**config.mk**
```make
export PLATFORM = sky130hd
export DESIGN_NAME = fifo_uart_tx
export DESIGN_NICKNAME = d
export VERILOG_FILES = /design/src/rtl/fifo_uart_tx.sv
export SDC_FILE = /design/constraint.sdc
export NUM_CORES = 1
export LEC_CHECK = 0
export ABC_AREA = 1
export BUFFER_PORTS_ARGS = -buffer_cell sky130_fd_sc_hd__buf_4
export CORE_MARGIN = 2
export CORE_UTILIZATION = 40
export DETAILED_ROUTE_END_ITERATION = 6
export GPL_TIMING_DRIVEN = 0
export PLACE_DENSITY = 0.54
export SYNTH_ARGS = -nofsm -noshare
export SYNTH_HDL_FRONTEND = slang
export SYNTH_SLANG_ARGS = --single-unit
```
**constraint.sdc**
```tcl
create_clock -name clk -period 4.1 [get_ports clk]
set_input_delay 0 -clock clk [delete_from_list [all_inputs] [get_ports clk]]
set_output_delay 0 -clock clk [all_outputs]
set_load 0.02 [all_outputs]
```
**src/rtl/fifo_uart_tx.sv**
```systemverilog
// rtl/fifo_uart_tx.sv - pops bytes from a registered-read FIFO and sends them as UART frames
// Optional even parity bit after the MSB when FIFO_UART_TX_PARITY_EN is defined.
module fifo_uart_tx #(
  parameter int CLKS_PER_BIT = 868,
  parameter int DATA_W       = 8,
  parameter int STOP_BITS    = 1
) (
  input  logic              clk,
  input  logic              reset,
  input  logic              fifo_empty,
  input  logic [DATA_W-1:0] fifo_data,
  output logic              fifo_rd_en,
  output logic              tx,
  output logic              busy,
  output logic              frame_done
);

  localparam int BAUD_W = $clog2(CLKS_PER_BIT);
  localparam int BIT_W  = $clog2(DATA_W + 1);
  localparam logic [BAUD_W-1:0] BAUD_LAST = BAUD_W'(CLKS_PER_BIT - 1);
  localparam logic [BIT_W-1:0]  DATA_LAST = BIT_W'(DATA_W - 1);
  localparam logic [BIT_W-1:0]  STOP_LAST = BIT_W'(STOP_BITS - 1);

  typedef enum logic [2:0] {
    S_IDLE,
    S_POP,
    S_LOAD,
    S_START,
    S_DATA,
`ifdef FIFO_UART_TX_PARITY_EN
    S_PARITY,
`endif
    S_STOP
  } state_t;

  state_t              state_q, state_d;
  logic [BAUD_W-1:0]   baud_q, baud_d;
  logic [BIT_W-1:0]    bit_q, bit_d;
  logic [DATA_W-1:0]   shift_q, shift_d;
  logic                tx_q, tx_d;
  logic                rd_en_q, rd_en_d;
  logic                busy_q, busy_d;
  logic                done_q, done_d;
  logic                bit_end;
`ifdef FIFO_UART_TX_PARITY_EN
  logic                parity_q, parity_d;
`endif

  always_comb begin
    state_d  = state_q;
    baud_d   = bit_end_ok(baud_q) ? '0 : baud_q + 1'b1;
    bit_d    = bit_q;
    shift_d  = shift_q;
    rd_en_d  = 1'b0;
    done_d   = 1'b0;
    bit_end  = (baud_q == BAUD_LAST);
`ifdef FIFO_UART_TX_PARITY_EN
    parity_d = parity_q;
`endif
    case (state_q)
      S_IDLE: begin
        baud_d = '0;
        if (!fifo_empty) begin
          state_d = S_POP;
          rd_en_d = 1'b1;
        end
      end
      S_POP: begin
        baud_d  = '0;
        state_d = S_LOAD;
      end
      S_LOAD: begin
        baud_d   = '0;
        bit_d    = '0;
        shift_d  = fifo_data;
`ifdef FIFO_UART_TX_PARITY_EN
        parity_d = ^fifo_data;
`endif
        state_d  = S_START;
      end
      S_START: begin
        if (bit_end) state_d = S_DATA;
      end
      S_DATA: begin
        if (bit_end) begin
          if (bit_q == DATA_LAST) begin
            bit_d   = '0;
`ifdef FIFO_UART_TX_PARITY_EN
            state_d = S_PARITY;
`else
            state_d = S_STOP;
`endif
          end else begin
            bit_d   = bit_q + 1'b1;
            shift_d = shift_q >> 1;
          end
        end
      end
`ifdef FIFO_UART_TX_PARITY_EN
      S_PARITY: begin
        if (bit_end) state_d = S_STOP;
      end
`endif
      S_STOP: begin
        // bit_q counts stop bits here; the FIFO is only re-examined on the final stop cycle
        if (bit_end) begin
          if (bit_q == STOP_LAST) begin
            done_d = 1'b1;
            if (!fifo_empty) begin
              state_d = S_POP;
              rd_en_d = 1'b1;
            end else begin
              state_d = S_IDLE;
            end
          end else begin
            bit_d = bit_q + 1'b1;
          end
        end
      end
      default: state_d = S_IDLE;
    endcase

    // Outputs are registered from the next state so they line up with the state register
    case (state_d)
      S_START:  tx_d = 1'b0;
      S_DATA:   tx_d = shift_d[0];
`ifdef FIFO_UART_TX_PARITY_EN
      S_PARITY: tx_d = parity_d;
`endif
      default:  tx_d = 1'b1;
    endcase
    busy_d = (state_d != S_IDLE);
  end

  function automatic logic bit_end_ok(input logic [BAUD_W-1:0] b);
    return b == BAUD_LAST;
  endfunction

  always_ff @(posedge clk or posedge reset) begin
    if (reset) begin
      state_q  <= S_IDLE;
      baud_q   <= '0;
      bit_q    <= '0;
      shift_q  <= '0;
      tx_q     <= 1'b1;
      rd_en_q  <= 1'b0;
      busy_q   <= 1'b0;
      done_q   <= 1'b0;
`ifdef FIFO_UART_TX_PARITY_EN
      parity_q <= 1'b0;
`endif
    end else begin
      state_q  <= state_d;
      baud_q   <= baud_d;
      bit_q    <= bit_d;
      shift_q  <= shift_d;
      tx_q     <= tx_d;
      rd_en_q  <= rd_en_d;
      busy_q   <= busy_d;
      done_q   <= done_d;
`ifdef FIFO_UART_TX_PARITY_EN
      parity_q <= parity_d;
`endif
    end
  end

  assign fifo_rd_en = rd_en_q;
  assign tx         = tx_q;
  assign busy       = busy_q;
  assign frame_done = done_q;

endmodule

```
# After elaboration in Yosys (flattened, before gate mapping)
# Cells that the tools add are included.
[totals]
wordCells = 58
inputBits = 11
regBits = 29
output_inout_bits = 4
[classes]
mux = 26
n_eq_ne = 13
n_reduce_logical = 8
add_sub_neg = 2
[op_table]
columns = ["cell", "n"]
rows = [
  ["two-way mux 10 bit", 2],
  ["two-way mux 3 bit", 6],
  ["case mux 3 bit (6 select lines)", 1],
  ["two-way mux 4 bit", 4],
  ["two-way mux 8 bit", 2],
  ["case mux 8 bit (2 select lines)", 1],
  ["case mux 4 bit (3 select lines)", 1],
  ["adder 10 x 1 -> 10 bit, second input constant", 1],
  ["== test 10 bit, second input constant", 1],
  ["== test 3 x 2 -> 1 bit, second input constant", 3],
  ["== test 3 bit, second input constant", 3],
  ["inequality test 2 bit, second input constant", 4],
  ["two-way mux 1 bit", 7],
  ["nonzero test 3 bit", 2],
  ["adder 4 x 1 -> 4 bit, second input constant", 1],
  ["== test 4 x 3 -> 1 bit, second input constant", 1],
  ["logical NOT 4 bit", 1],
  ["case mux 1 bit (2 select lines)", 2],
  ["AND reduction 4 bit", 1],
  ["== test 3 x 1 -> 1 bit, second input constant", 1],
  ["logical NOT 3 bit", 1],
  ["AND reduction 3 bit", 1],
  ["OR reduction 3 bit", 1],
  ["nonzero test 2 bit", 1],
]

# Depth between registers and ports, before layout
# Gate-level depths: netlist of the first run.
[depth]
word_depth = 6
ltp_mapped = 10
mapped_depth_nobuf = 10

# Worst setup path before layout of the first run
# Ideal clock, no wire load.
[synth_timing]
kind = "reg-to-reg"
from = "register baud_q[0]"
to = "register busy_q, in the netlist busy"
stages_incl_launch_ff = 10
setup_slack_ps = 2609
arrival_ps = 1367
cell_sequence = "dfrtp_1 -> ha_1 -> nand2_2 -> nor2_4 -> nand3_4 -> nand2_2 -> inv_2 -> nor2_4 -> nand3_2 -> or2_1"
[synth_via]
elab_chain_cells = 4
word_cells_on_any_way = 6
cone_classes = "eq/ne: 1; mux: 4; reduce/logical: 1"
[synth_rtl]
columns = ["element", "line", "text"]
rows = [
  ["start: declaration", "37", "logic [BAUD_W-1:0] baud_q, baud_d;"],
  ["start signal: assignment", "154", "baud_q <= baud_d;"],
  ["== test 10 bit (*)", "56", "bit_end = (baud_q == BAUD_LAST);"],
  ["two-way mux 3 bit, on equally long branches", "106, 82, 85", ""],
  ["case mux 3 bit (6 select lines) (*)", "60", "case (state_q)"],
  ["nonzero test 3 bit (*)", "132", "busy_d = (state_d != S_IDLE);"],
  ["net busy_d", "42", "logic busy_q, busy_d;"],
  ["end signal: assignment", "159", "busy_q <= busy_d;"],
  ["end: declaration", "42", ""],
]
# The timed path passes the listed nets; every way through them passes the cells marked *.
# A chain may end at the register's enable or synchronous reset.

# Final worst setup path of the first run
# Same ends and word-level chain as after synthesis.

==> results of run 1 <==
[synth_stat cells, drive strengths merged]
cell    count
xor2        1
nand2      49
nor2       26
o31ai       2
o21ai       7
o21a        1
buf         1
nand4       2
dfstp       1
a22oi       5
nand3      20
dfrtp      28
inv        31
a21oi       7
nor3b       2
clkinv      1
o211ai      1
nor3        5
or2         2
ha          3
and3        1
[power by group through the flow]
stage	clock network (uW)	registers, uW	logic [uW]
2_1_floorplan	0	297	9.87
3_3_place_gp	0	298	19.5
3_5_place_dp	0	298	20.0
4_1_cts	264	293	26.0
5_1_grt	282	293	29.0
6_report	257	293	25.4
[metrics by stage]
stage / setup WS, ns / utilization (%) / hold slack, ns / std cells
6_report: 2.448 / 51.60 / 0.0002008 / 274
5_1_grt: 2.302 / 51.60 / 0.03198 / 274
4_1_cts: 2.437 / 51.60 / 0.02896 / 274
3_5_place_dp: 2.456 / 46.76 / 0.2157 / 258
3_3_place_gp: 2.450 / 46.76 / 0.2165 / 258
2_1_floorplan: 2.609 / - / 0.07737 / 196
[flip-flops by register name, summed over array words and instances, names as in the netlist]
name,flops
fifo_rd_en,1
shift_q,8
busy,1
state_q,3
bit_q,4
baud_q,10
frame_done,1
tx,1
[area by class of cell]
cell class              instances  share of cell area (%)
flip-flops and latches         29                   37.63
multi-input cells             134                   37.63
repair buffers                 22                   9.586
inverters                      32                   6.218
clock buffers                   7                   4.987
well taps                      48                   3.109
plain buffers                   1                  0.5829
clock inverters                 1                  0.2591
[per-layer routing]
layer / wire, um / GRT usage (%) / vias to the layer above / share of wire (%)
met5: 0 / 0 / - / 0
met4: 54 / 5.357 / 0 / 1.7
met3: 177 / 4.054 / 8 / 5.7
met2: 1411 / 26.38 / 30 / 46
met1: 1458 / 22.82 / 613 / 47
li1: - / - / 682 / -
[cells by family after synthesis]
kind of cell,Yosys count,share of synthesized area [%]
compound gates,23,8.997
xor+xnor,1,0.5526
fa+ha+maj,3,2.368
buf+inv,33,8.288
flops,29,45.86
simple gates,107,33.94
[worst reg2reg max path: cells and delay by family (launching register included)]
kind                     cells  cell delay (ns)
AND/OR/NAND/NOR              5             0.70
flip-flops                   1             0.37
adder cells (fa/ha/maj)      1             0.24
AO/OA/AOI/OAI                1             0.24
[path summary, 6_finish.rpt]
| path | from | to | slack, ns | cells after the start |
|---|---|---|---|---|
| max | baud_q[0] | busy | 2.45 | 7 |
| min | reset | baud_q[1] | 0.0002 | 2 |
| max reg2reg | baud_q[0] | busy | 2.45 | 7 |
| min reg2reg | baud_q[0] | baud_q[0] | 0.46 | 1 |
| max in group asynchronous | reset | baud_q[9] | 3.45 | 2 |
| min in group clk | fifo_data[0] | shift_q[0] | 0.03 | 5 |
==> metrics.md, run 1 <==
| Metric | Value |
|---|---|
| Total setup buffers inserted after CTS | `0` |
| Crit-path slowest cell | `dfrtp_1` |
| Die width | `66.96 um` |
| Internal power | `455.7 uW` |
| CTS Buf Count | `5` |
| Average size of a mapped cell | `8.088 um2` |
| Crit Path Class | `reg -> reg` |
| Worst clock skew | `0.005016 ns` |
| Area of the die | `4483 um2` |
| Critical path arrival | `1.82 ns` |
| Clock group share of total power | `44.6%` |
| Clk pin slew, worst setup/hold paths | `0.06 ns` |
| Crit-path leading delay family | `simple AND/OR/NAND/NOR gates` |
| Critical Path RT | `4.26 ns` |
| Root buf cell | `clkbuf_8` |
| CP Max Fanout | `9` |
| Final setup violation count | `0` |
| Sink Count | `29` |
| # rows | `22` |
| CP startpoint kind | `flop` |
| Psw | `118.9 uW` |
| Fraction of layout cells with a size suffix above 1 | `21.68%` |
| Top cells by area, synth | `dfrtp_1 (44%), nand2_1 (10%), inv_1 (5.7%)` |
| Synth Cell Area | `1585 um2` |
| Syn_nets | `210` |
| Slowest stage delay, CP | `0.37 ns` |
| Starting density of the core | `42.35%` |
| GRT Util Overall | `16.83%` |
| Global-route wire length before repair | `5.699 mm` |
| Pleak | `0.0009297 uW` |
| Post-layout net count | `239` |
| VDD IR max | `131.1 uV` |
| Vias in the first global route | `1301` |
| Sequential fraction of design power | `50.9%` |
| Synth cell types | `30` |
| Dpl cell area | `1750 um2` |
| DIE HEIGHT | `66.96 um` |
| Final Critical Period | `1.652 ns` |
| Area of the multi-input gates | `726.9 um2` |
| Final Hold Vio Count | `0` |
| Critical-path cell list | `ha_1, nand2_2, nor2_4, nand3_4, o21ai_1, nand3_2, or2_1` |
| Detailed Route WL | `3.101 mm` |
| Flip-flop and latch area | `726.9 um2` |
| Commonest non-fill, non-tap cells in the layout | `nand2_1 (43), dfrtp_1 (28), inv_1 (24), nor2_1 (19), nand3_1 (17)` |
| Max-cap violations | `0` |
| RSZ-0062 raised after global routing | `no` |
| Skew-Pair Late Insertion Delay | `0.28 ns` |
| Cells after Synth | `196` |
| H-tree levels | `2` |
| I/O Pins | `15` |
| Final period util | `40.29%` |
| Initial antenna violation count | `0` |
| Vias post-DR | `1333` |
| Core Region | `3744 um2` |
| Fill count | `375` |
| Antenna-violating nets left | `0` |
| TritonRoute pass-1 iters | `4` |
| GPL Wtd Cong | `0.8234` |
| Share of the synthesized area in the top cell type | `44.20%` |
| Port bufs | `14` |
| Switching Share | `20.70%` |
| TNS Setup | `0 ns` |
| Register area share after synthesis | `45.86%` |
| Yosys reg bits | `29` |
| Pwr Density | `297.5 nW/um2` |
| Post-route DRC violation count | `0` |
| Hold buffers post-CTS | `8` |
| Final instance area | `1932 um2` |
| Layout Area Growth over Synthesis | `21.86%` |
| Status | `finished, final reports clean` |
| Worst Tran Pin Value | `1.087 ns` |
| CTS tree | `built` |
| Max-slew violations | `0` |
| Synth warn | `0` |
| Cell taking the most area after synthesis | `dfrtp_1` |
| Global route overflow | `0` |
| # diodes | `0` |
| Initial drt markers | `84` |
| Total power | `574.6 uW` |
| Largest net degree at the start of global routing | `30` |
| Category of the worst setup path capture point | `flop` |
| CTS max path bufs | `2` |
| Rel. slew slack | `27.47%` |
| Post-CTS Resized | `0` |
| Most common cell after layout, fill and taps aside | `nand2_1` |
| Post-DP HPWL | `2.294 mm` |
| Hold Path Class | `in -> async` |
| Worst Path Buf+Inv | `0` |
| Fmax | `605.4 MHz` |
| Wire per inst | `11.32 um` |
| Comb power frac | `4.4%` |
| DR vias/cell | `4.865` |
No activity file was read; power rests on OpenSTA's default activity.
==> run 2, diff against run 1 <==
ABC_AREA = 0   (was 1)
clock period = 1.6 ns   (was 4.1 ns; I/O delays follow)
==> run 2 against run 1 <==
The run now ends with negative hold slack, negative setup slack left. Synthesized cell count shrank 21%. Core utilization grew 8.1 points. Maximum frequency shrank 6.6%. Critical path type unchanged.
==> metrics.md, run 2 <==
| Metric | Value |
|---|---|
| Status | `complete, but fails checks` |
| Failing checks | `negative hold slack, negative setup slack` |
| Largest net degree at the start of global routing | `30 (unchanged)` |
| DIE HEIGHT | `65.19 um (-2.6%)` |
| Final instance area | `2168 um2 (+12%)` |
| Final Critical Period | `1.768 ns (+0.1161 ns)` |
| TritonRoute pass-1 iters | `4 (unchanged)` |
| Average size of a mapped cell | `9.662 um2 (+19%)` |
| Most common cell in the synthesized netlist | `dfrtp_1` |
| Root buf cell | `clkbuf_8` |
| Metal-1 WL | `1.446 mm (-0.82%)` |
| DR vias/cell | `5.055 (+3.9%)` |
| Antenna-violating nets left | `0 (unchanged)` |
| Core Util, Final | `59.68% (+8.1 points)` |
| Post-synth ARST share | `100.0% (unchanged)` |
| # diodes | `0 (unchanged)` |
| Global-route wire length before repair | `5.740 mm (+0.72%)` |
| Post-synth EDFFs | `0 (unchanged)` |
| GRT Util Overall | `17.85% (+1.0 points)` |
| Worst Setup Slack, final | `-0.1680 ns (-2.616 ns)` |
| Initial antenna violation count | `0 (unchanged)` |
| Post-DP HPWL | `1.984 mm (-14%)` |
| Critical path arrival | `1.97 ns (+0.15 ns)` |
| Initial drt markers | `58 (-31%)` |
| Top FF cell, synth | `dfrtp_1` |
| Register area share after synthesis | `48.54% (+2.7 points)` |
| Fmax | `565.6 MHz (-6.6%)` |
| Synth Cell Area | `1498 um2 (-5.5%)` |
| CTS Buf Count | `5 (unchanged)` |
| Worst clock skew | `0.001578 ns (-0.003438 ns)` |
| Share of the synthesized area in the top cell type | `46.78% (+2.6 points)` |
| Critical-path cell list | `nand4bb_4, or4_4, a211oi_4, a31oi_2, a32oi_1` |
| Synth warn | `0 (unchanged)` |
| Global route overflow | `0 (unchanged)` |
| Top Layer Used | `met4` |
| Worst Tran Pin Value | `1.088 ns (+0.001664 ns)` |
| Crit-path slowest cell | `or4_4` |
| Area of the die | `4250 um2 (-5.2%)` |
| Pwr Density | `637.7 nW/um2 (+110%)` |
| Final setup violation count | `24 (+24)` |
| Placed insts | `217 (-16%)` |
| Cells after Synth | `155 (-21%)` |
| Skew-Pair Late Insertion Delay | `0.28 ns (about the same)` |
| Most common cell after layout, fill and taps aside | `buf_4` |
| Worst hold slack | `-0.003140 ns (-0.003341 ns)` |
| H-tree levels | `2 (unchanged)` |
| Syn_nets | `169 (-20%)` |
| Clk pin slew, worst setup/hold paths | `0.06 ns (about the same)` |
| Max reg flops | `10 (unchanged)` |
| GPL Wtd Cong | `0.7248 (-12%)` |
| Crit Path Class | `reg -> reg` |
| Commonest non-fill, non-tap cells in the layout | `buf_4 (30), dfrtp_1 (28), nand2_1 (22), nor2_1 (15), dlygate4sd3_1 (8)` |
| Post-layout net count | `218 (-8.8%)` |
| # rows | `22 (unchanged)` |
| Top post-synthesis cells by count | `dfrtp_1 (28), nand2_1 (24), nor2_1 (16)` |
| Category of the worst setup path capture point | `flop` |
| Cell taking the most area after synthesis | `dfrtp_1` |
| CTS max path bufs | `2 (unchanged)` |
| Vias post-DR | `1279 (-4.1%)` |
| Fraction of layout cells with a size suffix above 1 | `36.10% (+14 points)` |
| Post-route DRC violation count | `0 (unchanged)` |
| Non-filler cells, final | `253 (-7.7%)` |
| Critical Path RT | `1.80 ns (-2.46 ns)` |
| Wire per inst | `13.43 um (+19%)` |
| VDD IR max | `521.5 uV (+300%)` |
| Vias in the first global route | `1309 (+0.61%)` |
| Starting density of the core | `41.22% (-1.1 points)` |
| I/O Pins | `15 (unchanged)` |
| Sink Count | `29 (unchanged)` |
| Most flop-heavy register | `baud_q` |
| Synth cell types | `39 (+30%)` |
| RSZ-0062 raised after global routing | `yes` |
| Detailed Route WL | `3.397 mm (+9.5%)` |
| Hold Path Class | `in -> async` |
| Top flop regs | `baud_q: 10 flops, shift_q: 8 flops, bit_q: 4 flops` |
| CP Max Fanout | `3 (-6)` |
| Port bufs | `14 (unchanged)` |
| Final Hold Vio Count | `5 (+5)` |
| Max-cap violations | `0 (unchanged)` |
| Pleak | `0.0009365 uW (+0.73%)` |
| Layout Area Growth over Synthesis | `44.78%` |
| Final period util | `110.5% (+70 points)` |
| Top cells by area, synth | `dfrtp_1 (47%), nand2_1 (6.0%), nor2_1 (4.0%)` |
| CTS tree | `built` |
| Slowest stage delay, CP | `0.54 ns (+0.17 ns)` |
| CP startpoint kind | `flop` |
| Dpl cell area | `1683 um2 (-3.9%)` |
| Routed wl met3 | `110 um (-38%)` |
| Max-slew violations | `0 (unchanged)` |
| WL met2 | `1.773 mm (+26%)` |
| Yosys reg bits | `29 (unchanged)` |
| Die width | `65.19 um (-2.6%)` |
| Core Region | `3633 um2 (-2.9%)` |
| Rel. slew slack | `27.36% (-0.11 points)` |
[run 2: cell count changes in the layout (fill, tap and decap cells not counted), sizes merged, moves of 5 or more]
cell | before | now
nand2 | 49 | 25
nand3 | 20 | 5
buf | 15 | 37
xnor2 | 0 | 5
nor2 | 26 | 16
nor2b | 0 | 5
inv | 31 | 5
nand2b | 0 | 7
[run 2: worst paths after layout]
check	to	startpoint	slack, ns	cells past startpoint
hold reg to reg	shift_q[2]	shift_q[2]	0.48	2
setup reg to reg	tx	baud_q[7]	-0.17	5
min in group clk	shift_q[0]	fifo_data[0]	0.11	4
setup / recovery	tx	baud_q[7]	-0.17	5
max in group asynchronous	bit_q[1]	reset	0.95	2
hold / removal	shift_q[7]	reset	-0.003	2
[run 2: timing repair]
action / 4_1_cts / 5_1_grt
hold endpoints to repair: 8 / 0
resized for setup: 28 / 11
hold buffers: 8 / 0
pin swaps: 18 / 12
endpoints found under the setup margin: 24 / 24
setup buffers: 15 / 7
[run 2: where the power goes]
part	total (uW)	internal (uW)	leakage (uW)	switching (uW)
logic	64.6	36.0	0.000553	28.6
registers	752	744	0.000344	7.77
clock network	566	308	0.0000395	258
total	1380	1090	0.000936	295
[run 2: through the flow]
| stage | TNS, ns | total power [uW] | setup WS, ns |
|---|---|---|---|
| 3_3_place_gp | -2.984 | 807.5 | -0.3214 |
| 5_1_grt | -3.621 | 1460 | -0.2620 |
| 2_1_floorplan | -0.1363 | 782.4 | -0.07627 |
| 3_5_place_dp | -3.198 | 809.0 | -0.3388 |
| 4_1_cts | -0.5672 | 1405 | -0.1246 |
| 6_report | -1.993 | 1383 | -0.1680 |
[run 2: cell families after synthesis]
logic type / synth area share [%]
adder cells (fa/ha/maj): 2.507
XOR/XNOR: 4.094
flip-flops: 48.54
AO/OA/AOI/OAI: 13.95
buffers and inverters: 2.757
AND/OR/NAND/NOR: 28.15
[run 2: cell type report]
| class | instances | area, um2 |
|---|---|---|
| repair buffers | 43 | 370.4 |
| well taps | 48 | 60.06 |
| multi-input cells | 116 | 890.9 |
| plain buffers | 4 | 21.27 |
| fillers | 321 | 1465 |
| inverters | 5 | 18.77 |
| clock buffers | 8 | 80.08 |
| flip-flops and latches | 29 | 726.9 |
[run 2: worst max-delay path: cells and delay by family (launching register included)]
| family | cells | cell delay [ns] |
|---|---|---|
| simple gates | 2 | 0.80 |
| compound gates | 3 | 0.49 |
| flops | 1 | 0.40 |
[run 2: per-layer routing]
layer,vias up,track usage (%)
li1,633,-
met1,618,19.89
met2,21,30.48
met3,7,5.651
met4,0,9.115
met5,-,0
==> run 3, diff against run 2 <==
CELL_PAD_IN_SITES_DETAIL_PLACEMENT = 0   (was default)
CELL_PAD_IN_SITES_GLOBAL_PLACEMENT = 1   (was default)
PLACE_DENSITY = 0.67   (was 0.54)
SLEW_MARGIN = 5   (was default)
==> run 3 against run 2 <==
The flow finishes with violations (negative setup slack). Global-route usage grew 0.20 points. Non-clock buffer count rose by 6. First-iteration DRC count fell by 52%. Routed wire length up 2.2%. Maximum frequency rose by 1.3%. Register-to-register slack better by 0.02 ns. Clock-buffer cell count shrank 1.
==> metrics.md, run 3 (synthesis results as in run 2) <==
| Metric | Value |
|---|---|
| Rel. slew slack | `27.56% (+0.20 points)` |
| Fmax | `572.7 MHz (+1.3%)` |
| Final Hold Vio Count | `0 (-5)` |
| Commonest non-fill, non-tap cells in the layout | `buf_4 (33), dfrtp_1 (28), nand2_1 (23), nor2_1 (15)` |
| Clk pin slew, worst setup/hold paths | `0.06 ns (about the same)` |
| Top flop regs | `baud_q: 10 flops, shift_q: 8 flops, bit_q: 4 flops` |
| # diodes | `0 (unchanged)` |
| Fraction of layout cells with a size suffix above 1 | `41.71% (+5.6 points)` |
| Dpl cell area | `1683 um2 (unchanged)` |
| Detailed Route WL | `3.473 mm (+2.2%)` |
| Critical path arrival | `1.94 ns (-0.03 ns)` |
| Placed insts | `217 (unchanged)` |
| Vias in the first global route | `1324 (+1.1%)` |
| Most common cell after layout, fill and taps aside | `buf_4` |
| Largest net degree at the start of global routing | `30 (unchanged)` |
| Core Region | `3633 um2 (unchanged)` |
| Vias post-DR | `1309 (+2.3%)` |
| Category of the worst setup path capture point | `flop` |
| Clock group share of total power | `44.7% (+3.8 points)` |
| Failing checks | `negative setup slack` |
| Critical Path RT | `1.79 ns (about the same)` |
| Antenna-violating nets left | `0 (unchanged)` |
| Fill count | `336 (+4.7%)` |
| Sink Count | `29 (unchanged)` |
| Switching Share | `20.94% (-0.37 points)` |
| Final period util | `109.1% (-1.4 points)` |
| Hold Path Class | `in -> async` |
| Post-DP HPWL | `2.011 mm (+1.4%)` |
| Comb power frac | `4.4% (-0.3 points)` |
| Worst clock skew | `0.001971 ns (+0.0003926 ns)` |
| Skew-Pair Late Insertion Delay | `0.28 ns (about the same)` |
| CP startpoint kind | `flop` |
| Crit Path Class | `reg -> reg` |
| DR vias/cell | `5.054 (about the same)` |
| Pre-CTS setup slack | `-0.3924 ns (-0.05357 ns)` |
| Status | `complete, but fails checks` |
| Global route overflow | `0 (unchanged)` |
| Worst Tran Pin Value | `1.085 ns (-0.003009 ns)` |
| Port bufs | `14 (unchanged)` |
| # rows | `22 (unchanged)` |
| Wire per inst | `13.41 um (-0.13%)` |
| Layout Area Growth over Synthesis | `51.96%` |
| Max-cap violations | `0 (unchanged)` |
| CP Max Fanout | `4 (+1)` |
| Initial drt markers | `28 (-52%)` |
| CTS Buf Count | `5 (unchanged)` |
| CTS tree | `built` |
| Post-layout net count | `224 (+2.8%)` |
| H-tree levels | `2 (unchanged)` |
| VDD IR max | `391.6 uV (-25%)` |
| Worst Setup Slack, final | `-0.1460 ns (+0.02197 ns)` |
| I/O Pins | `15 (unchanged)` |
| Area of the die | `4250 um2 (unchanged)` |
| Most flop-heavy register | `baud_q` |
| Final instance area | `2276 um2 (+5.0%)` |
| Initial antenna violation count | `0 (unchanged)` |
| Max reg flops | `10 (unchanged)` |
| Internal power | `1168 uW (+7.3%)` |
| CTS max path bufs | `2 (unchanged)` |
| Starting density of the core | `41.22% (unchanged)` |
| Post-route DRC violation count | `0 (unchanged)` |
| Global-route wire length before repair | `5.906 mm (+2.9%)` |
| Pleak | `0.0009832 uW (+5.0%)` |
| Psw | `309.3 uW (+5.0%)` |
| Non-filler cells, final | `259 (+2.4%)` |
| Die width | `65.19 um (unchanged)` |
| Sequential fraction of design power | `50.9% (-3.5 points)` |
| Final setup violation count | `17 (-29%)` |
| DIE HEIGHT | `65.19 um (unchanged)` |
| Pwr Density | `649.0 nW/um2 (+1.8%)` |
| Final Critical Period | `1.746 ns (-0.02197 ns)` |
| GPL Wtd Cong | `0.7170 (-1.1%)` |
| Max-slew violations | `0 (unchanged)` |
| RSZ-0062 raised after global routing | `yes` |
| GRT Util Overall | `18.05% (+0.20 points)` |
| Root buf cell | `clkbuf_8` |
| TritonRoute pass-1 iters | `4 (unchanged)` |
-- run 3: cell count changes in the layout (fill, tap and decap cells not counted), moves of 2 or more --
| cell | before | now |
|---|---|---|
| o21ai_1 | 2 | 4 |
| buf_6 | 4 | 8 |
| buf_4 | 30 | 33 |
| clkbuf_8 | 5 | 7 |
| clkbuf_1 | 4 | 0 |
| o21ai_0 | 6 | 3 |
| nand2_2 | 3 | 1 |
-- run 3: metrics by stage --
step / hold slack (ns) / power, uW / utilization [%] / TNS (ns)
3_3_place_gp: 0.1859 / 807.5 / 46.32 / -3.178
3_5_place_dp: 0.1927 / 808.7 / 46.32 / -3.516
4_1_cts: 0.04253 / 1493 / 58.02 / -0.7376
5_1_grt: 0.1067 / 1548 / 62.64 / -2.649
2_1_floorplan: 0.07078 / 782.4 / - / -0.1363
6_report: 0.0003679 / 1477 / 62.64 / -0.8258
-- run 3: final timing paths --
path,endpoint,startpoint,slack (ns),cells after the start
worst max register to register,tx,baud_q[1],-0.15,6
max in group asynchronous,shift_q[2],reset,0.95,2
worst max-delay path,tx,baud_q[1],-0.15,6
min in group clk,shift_q[0],fifo_data[0],0.11,4
worst min register to register,shift_q[5],shift_q[5],0.49,2
worst min-delay path,shift_q[7],reset,0.0004,2
-- run 3: power groups by stage --
stage          Clock, uW  Sequential [uW]  Combinational (uW)
3_5_place_dp           0              763                46.1
6_report             660              752                64.8
4_1_cts              680              750                63.7
5_1_grt              723              752                72.9
2_1_floorplan          0              761                21.1
3_3_place_gp           0              762                45.2
-- run 3: final cells by class --
type	count	area (um2)	area share, %
buffer	4	22.52	0.9896
clock buffer	7	96.34	4.233
clock inverter	1	5.005	0.2199
inverter	5	18.77	0.8246
multi-input combinational	116	928.4	40.79
sequential	29	726.9	31.94
tap	48	60.06	2.639
timing repair buffer	49	417.9	18.36
-- run 3: critical path, stage by stage (launching register included) --
cell and delay, ns:
dfrtp_1 0.39, ha_4 0.16, nand2b_4 0.07, or4_4 0.53
a211oi_4 0.22, a31oi_2 0.06, a32oi_1 0.23
-- run 3: timing repair --
item                       in CTS  in global routing
hold buffers                    8                  0
resized for setup              24                 32
pin swaps                      13                 16
setup endpoints to repair      25                 26
buffers inserted               19                  9
cloned                          0                  0
hold endpoints to repair        8                  0
-- run 3: metal layers --
layer	vias to the layer above	wire [um]	GRT usage (%)
li1	644	-	-
met1	633	1491	22.14
met2	23	1789	30.74
met3	9	125	3.596
met4	0	67	7.813
met5	-	0	0
